--- config.mk ---
export PLATFORM = sky130hd
export DESIGN_NAME = fpu_add_zero_responder
export DESIGN_NICKNAME = d
export VERILOG_FILES = /design/src/rtl/fpu_add_zero_responder.sv
export SDC_FILE = /design/constraint.sdc
export NUM_CORES = 1
export LEC_CHECK = 0
export BUFFER_PORTS_ARGS = -buffer_cell sky130_fd_sc_hd__clkbuf_2
export CAP_MARGIN = 20
export CORE_MARGIN = 4
export CORE_UTILIZATION = 52
export CTS_BUF_LIST = sky130_fd_sc_hd__clkbuf_16
export CTS_CLUSTER_SIZE = 14
export DETAILED_ROUTE_END_ITERATION = 6
export GPL_TIMING_DRIVEN = 1
export PLACE_DENSITY = 0.85
export SYNTH_ARGS = -nofsm -noshare
export SYNTH_HDL_FRONTEND = slang
export SYNTH_SLANG_ARGS = --single-unit
--- constraint.sdc ---
create_clock -name clk -period 3.4 [get_ports clk]
set_clock_uncertainty 0.2 [all_clocks]
set_input_delay 0.85 -clock clk [delete_from_list [all_inputs] [get_ports clk]]
set_output_delay 0.85 -clock clk [all_outputs]
set_load 0.05 [all_outputs]
--- src/rtl/fpu_add_zero_responder.sv ---
// Responder front end of the FPU add/subtract handshake: resolves NaN/Inf/zero operand pairs
// locally and forwards normal pairs to the arithmetic core. Option macro: SUBNORMAL_FLUSH_EN.
module fpu_add_zero_responder #(
    parameter int W       = 32,
    parameter int EW      = 8,
    parameter int TIMEOUT = 255
) (
    input  logic         clk,
    input  logic         rst,
    input  logic         beg_FSM,
    input  logic         rst_FSM,
    input  logic [W-1:0] Data_X,
    input  logic [W-1:0] Data_Y,
    input  logic         add_subt,
    input  logic [1:0]   r_mode,
    output logic         ready,
    output logic [W-1:0] final_result_ieee,
    output logic         overflow_flag,
    output logic         underflow_flag,
    output logic         timeout_err,
    output logic         core_start,
    output logic [W-1:0] core_X,
    output logic [W-1:0] core_Y,
    output logic         core_add_subt,
    output logic [1:0]   core_r_mode,
    output logic         core_rst_FSM,
    input  logic         core_done,
    input  logic [W-1:0] core_result,
    input  logic         core_overflow,
    input  logic         core_underflow
);

    localparam int FW = W - 1 - EW;
    localparam int CW = $clog2(TIMEOUT + 1);
    localparam logic [W-1:0] QNAN = {1'b0, {EW{1'b1}}, 1'b1, {(FW-1){1'b0}}};

    typedef enum logic [1:0] {IDLE, CHECK, CORE, DONE} state_t;

    state_t         state_q, state_d;
    logic [CW-1:0]  cnt_q, cnt_d;
    logic           ready_q, ready_d;
    logic [W-1:0]   result_q, result_d;
    logic           ovf_q, ovf_d, unf_q, unf_d;
    logic           tout_q, tout_d;
    logic           start_q, start_d;
    logic [W-1:0]   cx_q, cx_d, cy_q, cy_d;
    logic           cas_q, cas_d;
    logic [1:0]     crm_q, crm_d;
    logic           crst_q, crst_d;

    // Operand classification works on the latched copies that also feed the core.
    logic [EW-1:0] x_exp, y_exp;
    logic [FW-1:0] x_frac, y_frac;
    logic          x_s, y_s;
    logic          x_nan, y_nan, x_inf, y_inf, x_zero, y_zero;
    logic          special;
    logic [W-1:0]  special_res;

    assign x_exp  = cx_q[W-2 -: EW];
    assign y_exp  = cy_q[W-2 -: EW];
    assign x_frac = cx_q[FW-1:0];
    assign y_frac = cy_q[FW-1:0];
    assign x_s    = cx_q[W-1];
    assign y_s    = cy_q[W-1] ^ cas_q;

    assign x_nan = (&x_exp) && (|x_frac);
    assign y_nan = (&y_exp) && (|y_frac);
    assign x_inf = (&x_exp) && !(|x_frac);
    assign y_inf = (&y_exp) && !(|y_frac);
`ifdef SUBNORMAL_FLUSH_EN
    assign x_zero = !(|x_exp);
    assign y_zero = !(|y_exp);
`else
    assign x_zero = !(|x_exp) && !(|x_frac);
    assign y_zero = !(|y_exp) && !(|y_frac);
`endif

    assign special = x_nan || y_nan || x_inf || y_inf || x_zero || y_zero;

    always_comb begin
        special_res = QNAN;
        if (x_nan || y_nan) begin
            special_res = QNAN;
        end else if (x_inf && y_inf && (x_s != y_s)) begin
            special_res = QNAN;
        end else if (x_inf) begin
            special_res = {x_s, {EW{1'b1}}, {FW{1'b0}}};
        end else if (y_inf) begin
            special_res = {y_s, {EW{1'b1}}, {FW{1'b0}}};
        end else if (x_zero && y_zero) begin
            // Round toward -inf is the only mode where +0 + -0 yields -0.
            special_res = {(crm_q == 2'b11) ? (x_s | y_s) : (x_s & y_s), {(W-1){1'b0}}};
        end else if (x_zero) begin
            special_res = {y_s, cy_q[W-2:0]};
        end else if (y_zero) begin
            special_res = cx_q;
        end
    end

    // NOTE: every always_comb output gets its hold value first so no path can infer a latch.
    always_comb begin
        state_d  = state_q;
        cnt_d    = cnt_q;
        ready_d  = ready_q;
        result_d = result_q;
        ovf_d    = ovf_q;
        unf_d    = unf_q;
        tout_d   = tout_q;
        start_d  = 1'b0;
        cx_d     = cx_q;
        cy_d     = cy_q;
        cas_d    = cas_q;
        crm_d    = crm_q;
        crst_d   = rst_FSM;

        if (rst_FSM) begin
            state_d = IDLE;
            ready_d = 1'b0;
            tout_d  = 1'b0;
        end else begin
            case (state_q)
                IDLE: if (beg_FSM) begin
                    cx_d    = Data_X;
                    cy_d    = Data_Y;
                    cas_d   = add_subt;
                    crm_d   = r_mode;
                    state_d = CHECK;
                end
                CHECK: if (special) begin
                    result_d = special_res;
                    ovf_d    = 1'b0;
                    unf_d    = 1'b0;
                    ready_d  = 1'b1;
                    state_d  = DONE;
                end else begin
                    start_d = 1'b1;
                    cnt_d   = '0;
                    state_d = CORE;
                end
                CORE: if (core_done) begin
                    result_d = core_result;
                    ovf_d    = core_overflow;
                    unf_d    = core_underflow;
                    ready_d  = 1'b1;
                    state_d  = DONE;
                end else if (cnt_q == CW'(TIMEOUT)) begin
                    result_d = QNAN;
                    ovf_d    = 1'b0;
                    unf_d    = 1'b0;
                    tout_d   = 1'b1;
                    ready_d  = 1'b1;
                    state_d  = DONE;
                end else begin
                    cnt_d = cnt_q + CW'(1);
                end
                default: ;
            endcase
        end
    end

    // NOTE: registers use non-blocking assignment so every flop samples pre-edge values.
    always_ff @(posedge clk) begin
        if (rst) begin
            state_q  <= IDLE;
            cnt_q    <= '0;
            ready_q  <= 1'b0;
            result_q <= '0;
            ovf_q    <= 1'b0;
            unf_q    <= 1'b0;
            tout_q   <= 1'b0;
            start_q  <= 1'b0;
            cx_q     <= '0;
            cy_q     <= '0;
            cas_q    <= 1'b0;
            crm_q    <= 2'b00;
            crst_q   <= 1'b0;
        end else begin
            state_q  <= state_d;
            cnt_q    <= cnt_d;
            ready_q  <= ready_d;
            result_q <= result_d;
            ovf_q    <= ovf_d;
            unf_q    <= unf_d;
            tout_q   <= tout_d;
            start_q  <= start_d;
            cx_q     <= cx_d;
            cy_q     <= cy_d;
            cas_q    <= cas_d;
            crm_q    <= crm_d;
            crst_q   <= crst_d;
        end
    end

    assign ready             = ready_q;
    assign final_result_ieee = result_q;
    assign overflow_flag     = ovf_q;
    assign underflow_flag    = unf_q;
    assign timeout_err       = tout_q;
    assign core_start        = start_q;
    assign core_X            = cx_q;
    assign core_Y            = cy_q;
    assign core_add_subt     = cas_q;
    assign core_r_mode       = crm_q;
    assign core_rst_FSM      = crst_q;

endmodule

==> metrics.yaml <==
status: "finished clean"
ys.warnings.count: 0
synth_edf_count: 0
final_cells: 965
ys_seq_elements: 115
clockRootBuffer: "clkbuf_16"
multiInputGateArea_um2: 2630
ys_seq_area_frac: 0.444
wl_per_cell_um: 18.4
fp.dieW_um: 108
cp_slowest_cell: "nor4_1"
finalSetupViolCount: 0
core_area_um2: 9730
async_flop_share: 0
endpoint_kind: "register"
grt_pass1_wl_um: 27400
htreeDepth: 4
cts_made_buffers: 17
synth_cells: 629
yosysTopAreaCell: "dfxtp_1"
synthFlopType: "dfxtp_1"
synth_area_per_cell_um2: 8.24
clockBufferDepth: 2
slew_violations: 0
grt_setup_unrepaired: "no"
max_stage_delay_ps: 600
post-route-min-period_ps: 3080
hold_viol: 0
register_area_um2: 2300
globalRouteOverflowTotal: 0
ctsResizeCount: 0
synth_nets: 741
ir_worst_vdd_mv: 0.381
dp.cells: 933
max_slew_margin: 0.343
max_cap_viol_count: 0
period_share: 0.906
layout_common_cells: "clkbuf_2, nand2_1, dfxtp_1"
grt_pass1_vias: 5449
crit_arrival_ps: 3190
synth_top_cell_area_share: 0.444
cts_tree: "built"
clk-insertion-delay-late_ps: 410
drtPass1Iterations: 6
ctsHoldBuffers: 0
clock-sinks: 115
vias: 5622
grt_usage: 0.302
fin_nets: 931
grt_max_degree: 62
area_growth_pct: 32.9
worstPathMaxFanout: 22
drive_gt1_frac: 0.335
drt_first_iter_violations: 483
die_h_um: 108
cts_setup_buffers: 0
n_antenna_cell: 0
boundaryPins: 211
die-area_um2: 11600
p_leak_nw: 2.96
drc: 0
dp_hpwl_um: 12700
synth_area_leaders: "dfxtp_1, nand2_1, a21oi_1, a211oi_2, a2bb2oi_1"
rows: 36
cp.required_ps: 3510
cts.clk_slew.worst_paths_ps: 60
tightest_slew_ps: 975
fillers: 774
tns_ps: 0
wl_um: 17700
vias_per_cell: 5.83
initial_core_util: 0.533
yosys.cell_types.count: 49
syn_area_um2: 5180
gp_congestion: 0.929
hold_slack_ps: 254
path_class: "reg -> reg"
crit_chain: "nor4_1 -> nand4_1 -> or2_1 -> nor2_4 -> a22oi_1 -> a2bb2oi_1 -> a211oi_2"
final_common_cell: "clkbuf_2"
portBuffers: 210
max_freq_ghz: 0.324
utilization: 0.708
power.density_nw_per_um2: 591
drtAntennaViolNets: 0
hold_path_class: "reg -> reg"
start_kind: "register"
antenna_found_initial: 0
-- cells in the mapped netlist, types with 3 or more instances --
cell       count
a2bb2oi_1     22
and3_1         6
nor3_1         7
nor2_1        43
clkbuf_1      35
buf_6          5
a211oi_2      21
nand4_1       14
a31oi_1        3
a22oi_1       22
nand2_1      158
xor2_1         7
ha_1           6
inv_1          5
a211oi_1       3
o32a_1         6
dfxtp_1      115
buf_4          4
buf_2          3
nor4_1        17
nand3_1        6
o21ai_0        6
a21oi_1       80
-- final timing paths --
| check | startpoint | end | slack (ps) | cells past startpoint |
|---|---|---|---|---|
| worst min register to register | final_result_ieee[26]$_SDFFE_PP0P_ | final_result_ieee[26]$_SDFFE_PP0P_ | 250 | 2 |
| worst max-delay path | core_Y[6]$_SDFFE_PP0P_ | final_result_ieee[20]$_SDFFE_PP0P_ | 320 | 7 |
| worst min-delay path | final_result_ieee[26]$_SDFFE_PP0P_ | final_result_ieee[26]$_SDFFE_PP0P_ | 250 | 2 |
| worst max register to register | core_Y[6]$_SDFFE_PP0P_ | final_result_ieee[20]$_SDFFE_PP0P_ | 320 | 7 |
-- kinds of logic after synthesis --
group                      count (synthesis)  share of synthesized area
AOI/OAI and AO/OA                        177                      0.246
buffers and inverters                     54                     0.0500
adders and majority gates                  6                     0.0145
muxes                                      2                    0.00386
and+or+nand+nor                          268                      0.229
DFF                                      115                      0.444
xor gates and xnor gates                   7                     0.0118
-- state kept, by name, indices dropped and copies added (netlist names), 2 cells and up --
register	flops
cnt_q	8
final_result_ieee	32
core_r_mode	2
core_X	32
core_Y	32
state_q	2
-- power by group --
part	switching [W]	internal [W]
registers	0.0000688	0.00142
clock network	0.000635	0.00122
logic	0.000518	0.000211
-- per-stage QoR --
step | area [µm²] | power [W] | setup slack, ps
floorplan | 5180 | 0.00201 | 944
global placement | 6270 | 0.00221 | 651
detailed placement | 6270 | 0.00223 | 472
CTS | 6890 | 0.00407 | 423
global route | 6890 | 0.00421 | 186
finish | 6890 | 0.00407 | 318
-- layout make-up --
| type | count | share of cell area |
|---|---|---|
| clock buffer | 17 | 0.0618 |
| timing repair buffer | 220 | 0.167 |
| sequential | 115 | 0.334 |
| tap | 133 | 0.0242 |
| multi-input combinational | 460 | 0.382 |
| clock inverter | 15 | 0.0280 |
| inverter | 5 | 0.00272 |
-- critical path: cells and delay by family, from the launching register on --
family | cells | cell delay (ps)
AO/OA/AOI/OAI | 3 | 660
flip-flops | 1 | 370
AND/OR/NAND/NOR | 4 | 1740
-- per-layer routing --
| layer | vias to the layer above | part of all wire | global-route usage |
|---|---|---|---|
| met5 | - | 0 | 0 |
| met4 | 0 | 0.033 | 0.152 |
| met3 | 52 | 0.090 | 0.0690 |
| met2 | 339 | 0.48 | 0.489 |
| met1 | 2606 | 0.40 | 0.376 |
| li1 | 2625 | - | - |
Note: power is estimated with default switching activity, not from simulation.
